<file path="src/rtl/uart_tx_arbiter_pkg.sv">
// Shared types and constants for the UART transmit arbiter.
// Holds the FSM encoding, the grant-index width helper and default timing.
package uart_tx_arbiter_pkg;

    typedef enum logic [1:0] {
        StIdle = 2'd0,
        StHold = 2'd1,
        StWait = 2'd2
    } state_e;

    // 100 MHz clock, 9600 baud: one 16x-oversampled tick is ~651 clks and a
    // 10-bit frame is ~104167 clks; both defaults carry margin on top.
    localparam int unsigned DefHoldClks  = 1000;
    localparam int unsigned DefFrameClks = 110000;

    function automatic int unsigned grant_width(int unsigned n);
        return (n <= 1) ? 1 : $clog2(n);
    endfunction

endpackage

</file>
<file path="src/rtl/uart_tx_arbiter_rr.sv">
// Combinational round-robin select: first valid requester after 'last',
// wrapping around; returns a one-hot grant and its index.
module rr_arbiter
    import uart_tx_arbiter_pkg::*;
#(
    parameter int unsigned NREQ = 2,
    localparam int unsigned GW  = grant_width(NREQ)
) (
    input  logic [NREQ-1:0] valid,
    input  logic [GW-1:0]   last,
    output logic [NREQ-1:0] gnt,
    output logic [GW-1:0]   sel
);

    int unsigned idx;
    logic        found;

    always_comb begin
        gnt   = '0;
        sel   = '0;
        found = 1'b0;
        idx   = 0;
        for (int unsigned k = 1; k <= NREQ; k++) begin
            idx = (32'(last) + k) % NREQ;
            if (!found && valid[idx[GW-1:0]]) begin
                found              = 1'b1;
                gnt[idx[GW-1:0]]   = 1'b1;
                sel                = idx[GW-1:0];
            end
        end
    end

endmodule

</file>
<file path="src/rtl/uart_tx_arbiter.sv">
// Shares one UART transmit path between NREQ byte producers: round-robin grant,
// a timed tx_dte pulse per byte, then a frame-long lockout before the next grant.
module uart_tx_arbiter
    import uart_tx_arbiter_pkg::*;
#(
    parameter int unsigned NREQ       = 2,
    parameter int unsigned HOLD_CLKS  = DefHoldClks,
    parameter int unsigned FRAME_CLKS = DefFrameClks,
    localparam int unsigned GW        = grant_width(NREQ),
    localparam int unsigned CW        = $clog2(FRAME_CLKS) + 1
) (
    input  logic              clk,
    input  logic              rst_n,
    input  logic [NREQ-1:0]   req_valid,
    input  logic [8*NREQ-1:0] req_data,
    output logic [NREQ-1:0]   req_ready,
    output logic [7:0]        tx_data,
    output logic              tx_dte,
    output logic              busy,
    output logic [GW-1:0]     grant_id
);

    state_e          state_q, state_d;
    logic [CW-1:0]   cnt_q, cnt_d;
    logic [7:0]      data_q, data_d;
    logic [GW-1:0]   gid_q, gid_d;
    logic [GW-1:0]   last_q, last_d;
    logic            dte_q, dte_d;
    logic [NREQ-1:0] gnt;
    logic [GW-1:0]   sel;
    logic [7:0]      sel_byte;

    rr_arbiter #(
        .NREQ (NREQ)
    ) u_rr (
        .valid (req_valid),
        .last  (last_q),
        .gnt   (gnt),
        .sel   (sel)
    );

    always_comb begin
        sel_byte = '0;
        for (int unsigned i = 0; i < NREQ; i++) begin
            if (gnt[i]) sel_byte = req_data[8*i +: 8];
        end
    end

    always_comb begin
        state_d   = state_q;
        cnt_d     = cnt_q;
        data_d    = data_q;
        gid_d     = gid_q;
        last_d    = last_q;
        req_ready = '0;
        unique case (state_q)
            StIdle: begin
                req_ready = gnt;
                if (|gnt) begin
                    data_d  = sel_byte;
                    gid_d   = sel;
                    last_d  = sel;
                    cnt_d   = CW'(HOLD_CLKS - 1);
                    state_d = StHold;
                end
            end
            StHold: begin
                if (cnt_q == '0) begin
                    cnt_d   = CW'(FRAME_CLKS - HOLD_CLKS - 1);
                    state_d = StWait;
                end else begin
                    cnt_d = cnt_q - CW'(1);
                end
            end
            StWait: begin
                if (cnt_q == '0) begin
                    state_d = StIdle;
                end else begin
                    cnt_d = cnt_q - CW'(1);
                end
            end
            default: state_d = StIdle;
        endcase
        // tx_dte is a dedicated flop so the uart never sees a state-decode glitch.
        dte_d = (state_d == StHold);
    end

    always_ff @(posedge clk or negedge rst_n) begin
        if (!rst_n) begin
            state_q <= StIdle;
            cnt_q   <= '0;
            data_q  <= 8'h00;
            gid_q   <= '0;
            last_q  <= GW'(NREQ - 1);
            dte_q   <= 1'b0;
        end else begin
            state_q <= state_d;
            cnt_q   <= cnt_d;
            data_q  <= data_d;
            gid_q   <= gid_d;
            last_q  <= last_d;
            dte_q   <= dte_d;
        end
    end

    assign tx_data  = data_q;
    assign tx_dte   = dte_q;
    assign grant_id = gid_q;
    assign busy     = (state_q != StIdle);

endmodule

</file>
<file path="config.mk">
export PLATFORM = sky130hd
export DESIGN_NAME = uart_tx_arbiter
export DESIGN_NICKNAME = d
export VERILOG_FILES = /design/src/rtl/uart_tx_arbiter_pkg.sv /design/src/rtl/uart_tx_arbiter_rr.sv /design/src/rtl/uart_tx_arbiter.sv
export SDC_FILE = /design/constraint.sdc
export NUM_CORES = 1
export LEC_CHECK = 0
export ABC_AREA = 1
export CAP_MARGIN = 0
export CORE_UTILIZATION = 45
export CTS_CLUSTER_SIZE = 24
export DETAILED_ROUTE_END_ITERATION = 7
export GPL_TIMING_DRIVEN = 1
export PLACE_DENSITY = 0.71
export SETUP_SLACK_MARGIN = 0.4
export SLEW_MARGIN = 20
export SYNTH_ARGS = -nofsm -noshare
export SYNTH_HDL_FRONTEND = slang
export SYNTH_SLANG_ARGS = --single-unit
export TNS_END_PERCENT = 30
</file>
<file path="constraint.sdc">
create_clock -name clk -period 1.5 [get_ports clk]
set_input_delay 0.375 -clock clk [delete_from_list [all_inputs] [get_ports clk]]
set_output_delay 0.375 -clock clk [all_outputs]
set_load 0.02 [all_outputs]
</file>
==> results of run 1 <==
==> through the flow <==
step | util (%) | hold slack, ns
floorplan | - | 0.07941
global placement | 66.11 | 0.4610
detailed placement | 66.11 | 0.4642
CTS | 70.97 | 0.4542
global route | 74.13 | 0.4800
finish | 74.13 | 0.4481
==> synthesized netlist by cell type, types with 2 or more instances <==
master,instances
inv_1,42
nand2_1,107
nand2_2,3
nand4_1,6
o21ai_0,15
buf_4,2
buf_2,3
xor2_1,3
o21ai_1,2
nand3_1,28
ha_1,6
dfrtp_1,30
nor2_1,39
nor2_2,6
o21ai_2,6
a21oi_1,3
xnor2_1,3
==> repair_timing <==
action / 4_1_cts / 5_1_grt
pin swaps: 13 / 12
endpoints found under the setup margin: 44 / 44
resized for setup: 90 / 49
buffers inserted: 6 / 5
==> worst max-delay path: stages, from the launching register on <==
cell,delay [ns]
dfrtp_1,0.39
inv_2,0.08
ha_4,0.14
nand2_4,0.08
nor2_8,0.17
nand4_1,0.15
nor2_1,0.17
buf_4,0.15
nor2_1,0.04
o21ai_1,0.14
==> routing by layer <==
metal | global-route usage, % | share of wire, % | routed length (um)
met1 | 27.40 | 40 | 2334
met5 | 0 | 0 | 0
met2 | 46.14 | 51 | 2963
met4 | 8.889 | 1.7 | 97
met3 | 7.173 | 6.6 | 381
==> cell families (layout without fill, tap and decap cells) <==
| group | count (synthesis) | after routing | share of synthesized area, % |
|---|---|---|---|
| AND/OR/NAND/NOR | 195 | 195 | 40.11 |
| buffers and inverters | 50 | 146 | 10.21 |
| flip-flops | 31 | 31 | 36.04 |
| AO/OA/AOI/OAI | 28 | 28 | 7.719 |
| adder cells (fa/ha/maj) | 6 | 6 | 3.482 |
| XOR/XNOR | 6 | 6 | 2.438 |
==> how the worst max path moves through the flow <==
stage	end	slack (ns)	depth (start not counted)
final	cnt_q[11]	-0.08	9
after global routing	cnt_q[11]	-0.14	9
after CTS	cnt_q[11]	-0.06	9
after detailed placement	req_ready[1]	-0.62	5
after global placement	req_ready[1]	-0.59	5
after floorplan	cnt_q[8]	0.08	9
==> placed cells by master (no fill, tap or decap), types with 2 or more instances in the layout <==
| cell | synthesis | routed |
|---|---|---|
| inv_2 | 0 | 7 |
| nand4_1 | 6 | 6 |
| buf_6 | 1 | 16 |
| nand3_2 | 1 | 7 |
| clkdlybuf4s50_1 | 0 | 17 |
| clkbuf_8 | 0 | 5 |
| ha_4 | 0 | 3 |
| nand3_1 | 28 | 22 |
| buf_12 | 0 | 2 |
| dfrtp_2 | 0 | 3 |
| ha_1 | 6 | 2 |
| xor2_1 | 3 | 3 |
| clkbuf_1 | 0 | 3 |
| nor2_4 | 0 | 13 |
| buf_4 | 2 | 58 |
| o21ai_1 | 2 | 6 |
| xnor2_1 | 3 | 3 |
| inv_1 | 42 | 34 |
| nand2_1 | 107 | 94 |
| nor2_2 | 6 | 11 |
| nand2_2 | 3 | 15 |
| a21oi_1 | 3 | 3 |
| dfrtp_1 | 30 | 27 |
| inv_6 | 0 | 2 |
| o21ai_2 | 6 | 6 |
| dlygate4sd2_1 | 0 | 2 |
| nor2_1 | 39 | 21 |
| o21ai_0 | 15 | 11 |
==> power breakdown <==
part | switching [mW] | total (mW) | internal [mW]
sequential | 0.0135 | 0.868 | 0.855
combinational | 0.0868 | 0.197 | 0.110
clock | 0.317 | 0.646 | 0.329
total | 0.417 | 1.71 | 1.29
==> registers in the layout (all words and copies together), names as in the netlist <==
name / cells
state_q: 2
last_q: 1
tx_dte: 1
cnt_q: 18
tx_data: 8
grant_id: 1
==> layout make-up <==
| cell class | instances | area [um2] |
|---|---|---|
| inverter | 43 | 171.4 |
| multi-input combinational | 235 | 1376 |
| clock buffer | 8 | 80.08 |
| sequential | 31 | 780.7 |
| tap | 52 | 65.06 |
| timing repair buffer | 95 | 843.3 |
| fill | 319 | 1157 |
==> run_results.csv, run 1 <==
group,metric,value,unit
critical_path,criticalPathCategory,"reg2reg",
critical_path,startpoint,"cnt_q[1]",
critical_path,cp_data_required_time,1.71,ns
power,power.total,1.711,mW
clock_tree,clk_root_buffer_cell,"clkbuf_8",
clock_tree,ctsHoldBuffers,0,
detailed_routing,drt_first_pass_iters,5,
finish,post_layout_net_count,437,
clock_tree,cts_htree_levels,2,
synthesis,synth_cell_types,29,
timing,max_slew.worst_pin.slew,0.3161,ns
finish,stdcell_area,3317,um2
synthesis,synth.yosys.warnings,0,
finish,finish.cell_count_without_fillers,464,
detailed_routing,vias,2307,
synthesis,dominantRegCellSynth,"dfrtp_1",
critical_path,start_kind,"register",
detailed_routing,routed_via_density,4.972,
global_route,grt_max_degree,32,
synthesis,post_synth_instance_area,2156,um2
placement,placedCellCount,445,
global_route,grt_pass1_wl,9880,um
placement,port_buffers,32,
die,die_width,71.22,um
finish,fraction_of_final_layout_cells_with_drive_strength_greater_than_1,37.38,%
timing,timing.setup.tns,-0.3234,ns
global_route,first_global_vias,2335,
placement,gp_routability_congestion,0.8171,
critical_path,worst_r2r_endpoint,"cnt_q[11]",
run,drv.max_cap_violation_count,0,
clock_tree,clk_latency,0.29,ns
timing,setup_violating_endpoint_count_in_the_final_report,8,
power,total_leakage_power,1.697,nW
synthesis,post_synth_inst_count,316,
critical_path,worst_reg_to_reg_cells,9,
die,initial_core_util,48.18,%
timing,rsz0062_at_grt,"true",
die,core-area,4474,um2
critical_path,r2r_slack,-0.08,ns
die,ios,33,
power,power_per_cell_area,515.7,nW/um2
die,design.die.area,5072,um2
detailed_routing,postRouteAntennaNets,0,
synthesis,mapped_nets,342,
die,die-height,71.22,um
placement,dp_slack,-0.6194,ns
clock_tree,cts.sink_count,31,
timing,slew-limit-headroom,78.90,%
critical_path,timing.rr.start,"cnt_q[1]",
timing,fin_ws,-0.08461,ns
global_route,antenna_found_initial,0,
die,floorplan.rows,24,
synthesis,synth_edf_count,0,
detailed_routing,drt-total-wl,5777,um
global_route,globalRoute.totalOverflow,0,
synthesis,synth.area.top_cells,"dfrtp_1 (35%), nand2_1 (19%), inv_1 (7.3%)",
status,failed_checks,"negative setup slack",
synthesis,synth_top_area_share,34.82,%
clock_tree,clk_pin_slew,0.07,ns
clock_tree,clock_path_buffers,2,
synthesis,synth_area_leader,"dfrtp_1",
timing,min_period,1.585,ns
worst_hold_path,min-delay-path-class,"in2async",
synthesis,sequential_element_share_of_the_synthesized_area,36.04,%
synthesis,ys_ff_latch,31,
finish,antenna-diode-count,0,
timing,finalMaxSlewViolations,0,
finish,flow.area_growth_from_synthesis,53.86,%
detailed_routing,route.detailed.drc,0,
placement,dpl_cell_area,2958,um2
clock_tree,cts_inserted_buffers,5,
critical_path,critical_path_fanouts_max,6,
global_route,grt_usage,25.08,%
detailed_routing,drtIter0Drc,120,
timing,finClkSkew,0.005017,ns
synthesis,synthesis.area_per_instance,6.822,um2
timing,min_period_over_period,105.6,%
critical_path,critPathArrivalTime,1.79,ns
clock_tree,cts_tree,"done",
placement,hpwl,4064,um
synthesis,share_of_async_settable_or_async_resettable_flops_after_synthesis,100.0,%
power,peakVddDrop,0.4209,mV
timing,max_freq,631.1,MHz
status,status,"complete, but fails checks",
timing,report.final.hold_viol_count,0,
critical_path,timing.critical_path.to_type,"register",
detailed_routing,routed_wire_length_per_instance,12.45,um
No activity file was read; power rests on OpenSTA's default activity.
==> inputs of run 2 (changes only) <==
MAX_ROUTING_LAYER = met4   (was default)
==> run 2 against run 1 <==
Wire length grew 0.26%. Sequential cell count is the same. Via count grew 0.43%. First-iteration DRC count grew 5.0%. Register-to-register slack is essentially flat. Non-clock buffer count is the same. Final area is the same. Combinational power is essentially flat. Utilization is the same. The flow still finishes with violations (negative setup slack). Maximum frequency shrank 0.21%. Sequential power is essentially flat. Setup slack lost 0.0034 ns.
==> run_results.csv, run 2 (synthesis gave the netlist of run 1 again) <==
group,metric,value,unit
detailed_routing,drt-total-wl,5792,um
finish,multi_input_area,1376,um2
finish,largest_register_ffs,18,
detailed_routing,wl_met3,360,um
timing,max_freq,629.7,MHz
die,ios,33,
global_route,grt_pass1_wl,9887,um
detailed_routing,wirelength_met1,2355,um
finish,layout.area.seq,780.7,um2
detailed_routing,met2_length,2984,um
critical_path,timing.critical_path.to_type,"register",
clock_tree,clk_latency,0.29,ns
finish,stdcell_area,3317,um2
detailed_routing,postRouteAntennaNets,0,
power,peakVddDrop,0.4210,mV
critical_path,cp_data_required_time,1.71,ns
clock_tree,cts_tree,"done",
global_route,grt_usage,25.88,%
global_route,globalRoute.totalOverflow,0,
timing,timing.setup.tns,-0.3290,ns
detailed_routing,routed_wire_length_per_instance,12.48,um
clock_tree,ctsHoldBuffers,0,
clock_tree,clk_root_buffer_cell,"clkbuf_8",
clock_tree,cts.sink_count,31,
timing,setup_violating_endpoint_count_in_the_final_report,8,
clock_tree,clk_pin_slew,0.07,ns
critical_path,critical_path_fanouts_max,6,
clock_tree,cts_htree_levels,2,
timing,min_period,1.588,ns
clock_tree,clock_path_buffers,2,
finish,layout.filler_cells,319,
timing,fin_ws,-0.08800,ns
finish,fraction_of_final_layout_cells_with_drive_strength_greater_than_1,37.38,%
clock_tree,cts_inserted_buffers,5,
detailed_routing,drtIter0Drc,126,
finish,antenna-diode-count,0,
placement,dpl_cell_area,2958,um2
detailed_routing,route.detailed.drc,0,
finish,largest-register,"cnt_q",
finish,mostFrequentLayoutCells,"nand2_1 (94), buf_4 (58), inv_1 (34)",
status,status,"complete, but fails checks",
placement,port_buffers,32,
status,failed_checks,"negative setup slack",
placement,gp_routability_congestion,0.8292,
die,design.die.area,5072,um2
placement,hpwl,4064,um
finish,post_layout_net_count,437,
timing,report.final.hold_viol_count,0,
timing,rsz0062_at_grt,"true",
die,initial_core_util,48.18,%
power,total_leakage_power,1.697,nW
finish,flow.area_growth_from_synthesis,53.86,%
die,core-area,4474,um2
critical_path,start_kind,"register",
timing,finClkSkew,0.004559,ns
run,drv.max_cap_violation_count,0,
power,power_per_cell_area,514.8,nW/um2
detailed_routing,routed_via_density,4.994,
critical_path,criticalPathCategory,"reg2reg",
die,die-height,71.22,um
die,die_width,71.22,um
global_route,grt_max_degree,32,
die,floorplan.rows,24,
timing,min_period_over_period,105.9,%
timing,max_slew.worst_pin.slew,0.3242,ns
critical_path,critPathArrivalTime,1.80,ns
finish,most_common_cell_after_layout_fill_and_taps_aside,"nand2_1",
detailed_routing,vias,2317,
global_route,antenna_found_initial,0,
detailed_routing,drt_first_pass_iters,4,
global_route,first_global_vias,2332,
timing,slew-limit-headroom,78.37,%
worst_hold_path,min-delay-path-class,"in2async",
detailed_routing,top_signal_layer_used,"met4",
critical_path,worst_reg_to_reg_cells,9,
timing,finalMaxSlewViolations,0,
[run 2: cell counts in the layout (fill, tap and decap cells not counted)]
No cell type changed its count.
[run 2: worst paths after layout]
check                          from        end  slack, ns
hold / removal                rst_n   cnt_q[3]       0.45
hold reg to reg              last_q     last_q       0.49
setup / recovery           cnt_q[1]  cnt_q[11]      -0.09
min in group clk             last_q     last_q       0.49
max in group asynchronous     rst_n     last_q       0.81
setup reg to reg           cnt_q[1]  cnt_q[11]      -0.09
[run 2: area by class of cell]
cell class / count / area share [%]
timing repair buffer: 95 / 25.42
tap: 52 / 1.962
clock buffer: 8 / 2.414
multi-input combinational: 235 / 41.49
sequential: 31 / 23.54
inverter: 43 / 5.168
[run 2: worst max-delay path, cell delays in order, from the launching register on]
cell	delay, ns
dfrtp_1	0.39
inv_2	0.08
ha_4	0.14
nand2_4	0.08
nor2_8	0.17
nand4_1	0.15
nor2_1	0.17
buf_4	0.15
nor2_1	0.04
o21ai_1	0.14
[run 2: metal layers]
metal | track usage (%) | vias up
li1 | - | 1171
met3 | 7.173 | 10
met2 | 46.14 | 77
met5 | - | -
met1 | 27.49 | 1059
met4 | 8.889 | 0
[run 2: metrics by stage]
stage	setup WS, ns	power (mW)	cells	util [%]	hold slack, ns
2_1_floorplan	0.07582	0.9425	316	-	0.07941
3_3_place_gp	-0.5851	1.063	445	66.11	0.4610
4_1_cts	-0.05813	1.717	459	70.97	0.4542
6_report	-0.08800	1.708	464	74.13	0.4498
5_1_grt	-0.1392	1.769	464	74.13	0.4800
3_5_place_dp	-0.6194	1.066	445	66.11	0.4642
[run 2: timing repair]
| item | in CTS | in global routing |
|---|---|---|
| gates resized for setup | 90 | 49 |
| pin swaps | 13 | 13 |
| endpoints found under the setup margin | 44 | 44 |
| setup buffers | 6 | 5 |
| hold endpoints to repair | 0 | 0 |
[run 2: power by group]
part | leakage [nW] | switching [mW] | total, mW | internal (mW)
Clock | 0.0395 | 0.313 | 0.643 | 0.329
Combinational | 1.28 | 0.0870 | 0.197 | 0.110
Sequential | 0.373 | 0.0135 | 0.868 | 0.855
==> inputs of run 3 (changes only) <==
CTS_BUF_LIST = sky130_fd_sc_hd__clkbuf_8   (was default)
==> run 3 against run 2 <==
The flow still finishes with violations (negative setup slack). Utilization stayed put. Total power is 0.97% lower. Sequential cell count stayed put. Largest cell class unchanged. Clock skew is 0.00085 ns higher. First-iteration DRC count is 1.6% lower. Combinational power hardly changed. Wire length is 0.86% lower.
==> run_results.csv, run 3 (synthesis gave the netlist of run 1 again) <==
group,metric,value,unit
critical_path,criticalPathCategory,"reg2reg",
detailed_routing,drtIter0Drc,124,
critical_path,startpoint,"cnt_q[1]",
critical_path,start_kind,"register",
detailed_routing,drt_first_pass_iters,4,
clock_tree,clk_pin_slew,0.07,ns
die,floorplan.rows,24,
die,ios,33,
critical_path,r2r_slack,-0.07,ns
global_route,globalRoute.totalOverflow,0,
timing,finClkSkew,0.005411,ns
clock_tree,clk_latency,0.29,ns
timing,slew-limit-headroom,77.80,%
global_route,first_global_vias,2332,
timing,hold_slack,0.4483,ns
finish,fin_util,74.13,%
placement,hpwl,4064,um
timing,fin_ws,-0.07349,ns
die,design.die.area,5072,um2
die,die-height,71.22,um
critical_path,critPathArrivalTime,1.78,ns
finish,antenna-diode-count,0,
power,total_leakage_power,1.710,nW
detailed_routing,postRouteAntennaNets,0,
placement,port_buffers,32,
run,drv.max_cap_violation_count,0,
clock_tree,cts_tree,"done",
critical_path,timing.critical_path.to_type,"register",
timing,max_freq,635.5,MHz
critical_path,worst_r2r_endpoint,"cnt_q[11]",
status,failed_checks,"negative setup slack",
placement,gp_routability_congestion,0.8292,
finish,mostFrequentLayoutCells,"nand2_1 (94), buf_4 (58), inv_1 (37)",
detailed_routing,routed_wire_length_per_instance,12.38,um
critical_path,critical_path_fanouts_max,6,
power,power.total,1.691,mW
detailed_routing,routed_via_density,4.948,
timing,setup_violating_endpoint_count_in_the_final_report,8,
clock_tree,clk_root_buffer_cell,"clkbuf_8",
detailed_routing,drt-total-wl,5742,um
timing,min_period,1.573,ns
die,initial_core_util,48.18,%
timing,report.final.hold_viol_count,0,
status,status,"complete, but fails checks",
finish,most_common_cell_after_layout_fill_and_taps_aside,"nand2_1",
clock_tree,cts.sink_count,31,
die,core-area,4474,um2
timing,finalMaxSlewViolations,0,
die,die_width,71.22,um
finish,fraction_of_final_layout_cells_with_drive_strength_greater_than_1,37.38,%
detailed_routing,vias,2296,
clock_tree,clock_path_buffers,2,
critical_path,timing.rr.start,"cnt_q[1]",
finish,post_layout_net_count,437,
finish,largest-register,"cnt_q",
clock_tree,cts_htree_levels,2,
global_route,grt_max_degree,32,
critical_path,critical_path.endpoint,"cnt_q[11]",
finish,largest_register_ffs,18,
worst_hold_path,min-delay-path-class,"in2async",
global_route,antenna_found_initial,0,
finish,flow.area_growth_from_synthesis,53.86,%
clock_tree,cts_inserted_buffers,5,
critical_path,worst_reg_to_reg_cells,9,
critical_path,cp_data_required_time,1.71,ns
timing,max_slew.worst_pin.slew,0.3327,ns
power,power_per_cell_area,509.8,nW/um2
global_route,grt_pass1_wl,9887,um
timing,min_period_over_period,104.9,%
global_route,grt_usage,25.88,%
timing,rsz0062_at_grt,"true",
detailed_routing,route.detailed.drc,0,
power,peakVddDrop,0.4208,mV
==> run 3: changes by cell type in the layout (fill, tap and decap cells not counted), sizes merged <==
| cell | delta |
|---|---|
| inv | +3 |
| clkbuf | -3 |
==> run 3: layout make-up <==
class / instances / area [um2]
inverters: 43 / 171.4
clock inverters: 3 / 11.26
clock buffers: 5 / 68.82
flip-flops and latches: 31 / 780.7
fillers: 319 / 1157
repair buffers: 95 / 843.3
well taps: 52 / 65.06
multi-input cells: 235 / 1376
==> run 3: worst min-delay path by stage <==
stage | from | end | slack [ns] | depth (start not counted)
floorplan | rst_n | cnt_q[0] | 0.08 | 0
global route | rst_n | cnt_q[14] | 0.48 | 2
finish | rst_n | cnt_q[3] | 0.45 | 2
CTS | rst_n | cnt_q[14] | 0.45 | 2
detailed placement | tx_data[6] | tx_data[6] | 0.46 | 2
global placement | tx_data[6] | tx_data[6] | 0.46 | 2
==> run 3: critical path, stage by stage (launching register included) <==
cell     delay [ns]
dfrtp_1        0.39
inv_2          0.08
ha_4           0.14
nand2_4        0.08
nor2_8         0.17
nand4_1        0.15
nor2_1         0.16
buf_4          0.15
nor2_1         0.04
o21ai_1        0.14
==> run 3: per-stage QoR <==
step	TNS [ns]	cell area, um2	setup slack, ns	cells
after global placement	-10.06	2958	-0.5851	445
after detailed placement	-11.23	2958	-0.6194	445
after global routing	-1.783	3317	-0.1396	464
after floorplan	0	2222	0.07582	316
after CTS	-0.1980	3176	-0.05851	459
final	-0.2920	3317	-0.07349	464
==> run 3: metal layers <==
layer / track usage [%] / wire length, um / vias up / share of wire [%]
li1: - / - / 1172 / -
met1: 27.49 / 2309 / 1039 / 40
met4: 8.889 / 98 / 0 / 1.7
met5: - / 0 / - / 0
met2: 46.14 / 2964 / 75 / 52
met3: 7.173 / 370 / 10 / 6.4
==> run 3: report_power, final <==
part	switching, mW	internal [mW]	total [mW]
sequential	0.0135	0.855	0.868
combinational	0.0870	0.110	0.197
clock	0.317	0.309	0.626
total	0.418	1.27	1.69
==> run 3: what timing repair did <==
action | in CTS | in global routing
resized for setup | 90 | 49
setup endpoints to repair | 44 | 44
hold buffers | 0 | 0
pin swaps | 13 | 13
setup buffers | 6 | 5
==> patch: new RTL, settings of run 1 <==
`NREQ` is set to 2 in 2 places; all go to 1.
--- a/src/rtl/uart_tx_arbiter_rr.sv
+++ b/src/rtl/uart_tx_arbiter_rr.sv
@@ -4,5 +4,5 @@
     import uart_tx_arbiter_pkg::*;
 #(
-    parameter int unsigned NREQ = 2,
+    parameter int unsigned NREQ = 1,
     localparam int unsigned GW  = grant_width(NREQ)
 ) (
--- a/src/rtl/uart_tx_arbiter.sv
+++ b/src/rtl/uart_tx_arbiter.sv
@@ -4,5 +4,5 @@
     import uart_tx_arbiter_pkg::*;
 #(
-    parameter int unsigned NREQ       = 2,
+    parameter int unsigned NREQ       = 1,
     parameter int unsigned HOLD_CLKS  = DefHoldClks,
     parameter int unsigned FRAME_CLKS = DefFrameClks,
Interface: changed (resized req_data, req_ready and req_valid); port bits go from 33 to 23. The function was not compared with the original's and may differ.
==> patch against run 1 <==
The flow still finishes with violations (negative setup slack). Non-clock buffer count down 8. Sequential cell count decreased by 2. Area after synthesis is 13% lower. Wire length is 3.8% lower. Design area is 8.4% lower. Setup slack gained 0.037 ns.
Power is left out: it rests on default switching activity, and per cell area and clock period it moved more than threefold.
==> patch: results (changes against run 1) <==
STA
  • Worst hold slack: 0.440 ns (-0.00839 ns)
  • Clock Skew: 0.00843 ns (+0.00341 ns)
  • Final setup fails: 8 (unchanged)
  • Tmin final: 1.55 ns (-0.0369 ns)
  • Min setup slack post-route: -0.0478 ns (+0.0369 ns)

Placed design
  • Pre-CTS setup slack: -0.486 ns (+0.134 ns)
  • Port bufs: 21 (-34%)
  • Post-DP Area: 2530 sq um (-15%)
  • Placed cells: 365 (-18%)
  • DP Wirelength: 3540 um (-13%)

Global route
  • Met2 usage: 42.8% (-3.3 points)
  • First-pass GRT wire length: 8380 um (-15%)
  • Pin count of the biggest net entering global routing: 30 (-6.3%)
  • M3 GR Usage: 5.82% (-1.4 points)
  • Vias in the first global route: 1894 (-19%)

Run status
  • Failing checks: negative setup slack
  • Status: finished with violations

Clocking
  • Post-CTS Resized: 82 (-8.9%)
  • Post-CTS Setup Bufs: 17 (+11)

Critical path
  • R2r endpoint: cnt_q[5]
  • CP Data Required Time: 1.67 ns (-0.04 ns)
  • Crit path to: cnt_q[5]
  • Largest stage delay, worst path: 0.42 ns (+0.03 ns)

Route
  • DRT Pass-1 Iters: 4 (-1)
  • Metal-1 WL: 2300 um (-1.4%)
  • Routed wl met2: 2880 um (-2.9%)

Synth
  • Register area share after synthesis: 38.5% (+2.5 points)
  • Post-synth top cells: 87 x nand2_1, 29 x dfrtp_1, 27 x inv_1
  • Post-synth net total: 270 (-21%)
  • Top post-synthesis cells by area: dfrtp_1 39%, nand2_1 17%, inv_1 5.4%
  • Post-Synth Adder-Cell Area: 3.98% (+0.50 points)

Final layout
  • Post-layout nets: 360 (-18%)
## patch: cell types whose count changed after synthesis, moves of 3 or more
cell	before	now
nand4_1	6	3
nand3_1	28	19
o21ai_0	15	6
nor2_1	39	20
nand2_1	107	87
o21ai_1	2	5
nor2_4	0	4
buf_2	3	0
nor3_1	0	3
nand2_2	3	8
inv_1	42	27
## patch: layout make-up
| class | count | area (sq um) | share of cell area, % |
|---|---|---|---|
| flip-flops and latches | 29 | 727 | 23.9 |
| repair buffers | 87 | 807 | 26.6 |
| multi-input cells | 191 | 1240 | 40.8 |
| clock buffers | 7 | 86.3 | 2.84 |
| well taps | 50 | 62.6 | 2.06 |
| inverters | 29 | 116 | 3.83 |
## patch: worst min-delay path by stage
| stage | to | from |
|---|---|---|
| after floorplan | cnt_q[0] | rst_n |
| after global placement | tx_data[6] | tx_data[6] |
| after global routing | cnt_q[12] | rst_n |
| final | cnt_q[10] | rst_n |
| after CTS | cnt_q[10] | rst_n |
| after detailed placement | tx_data[3] | tx_data[3] |
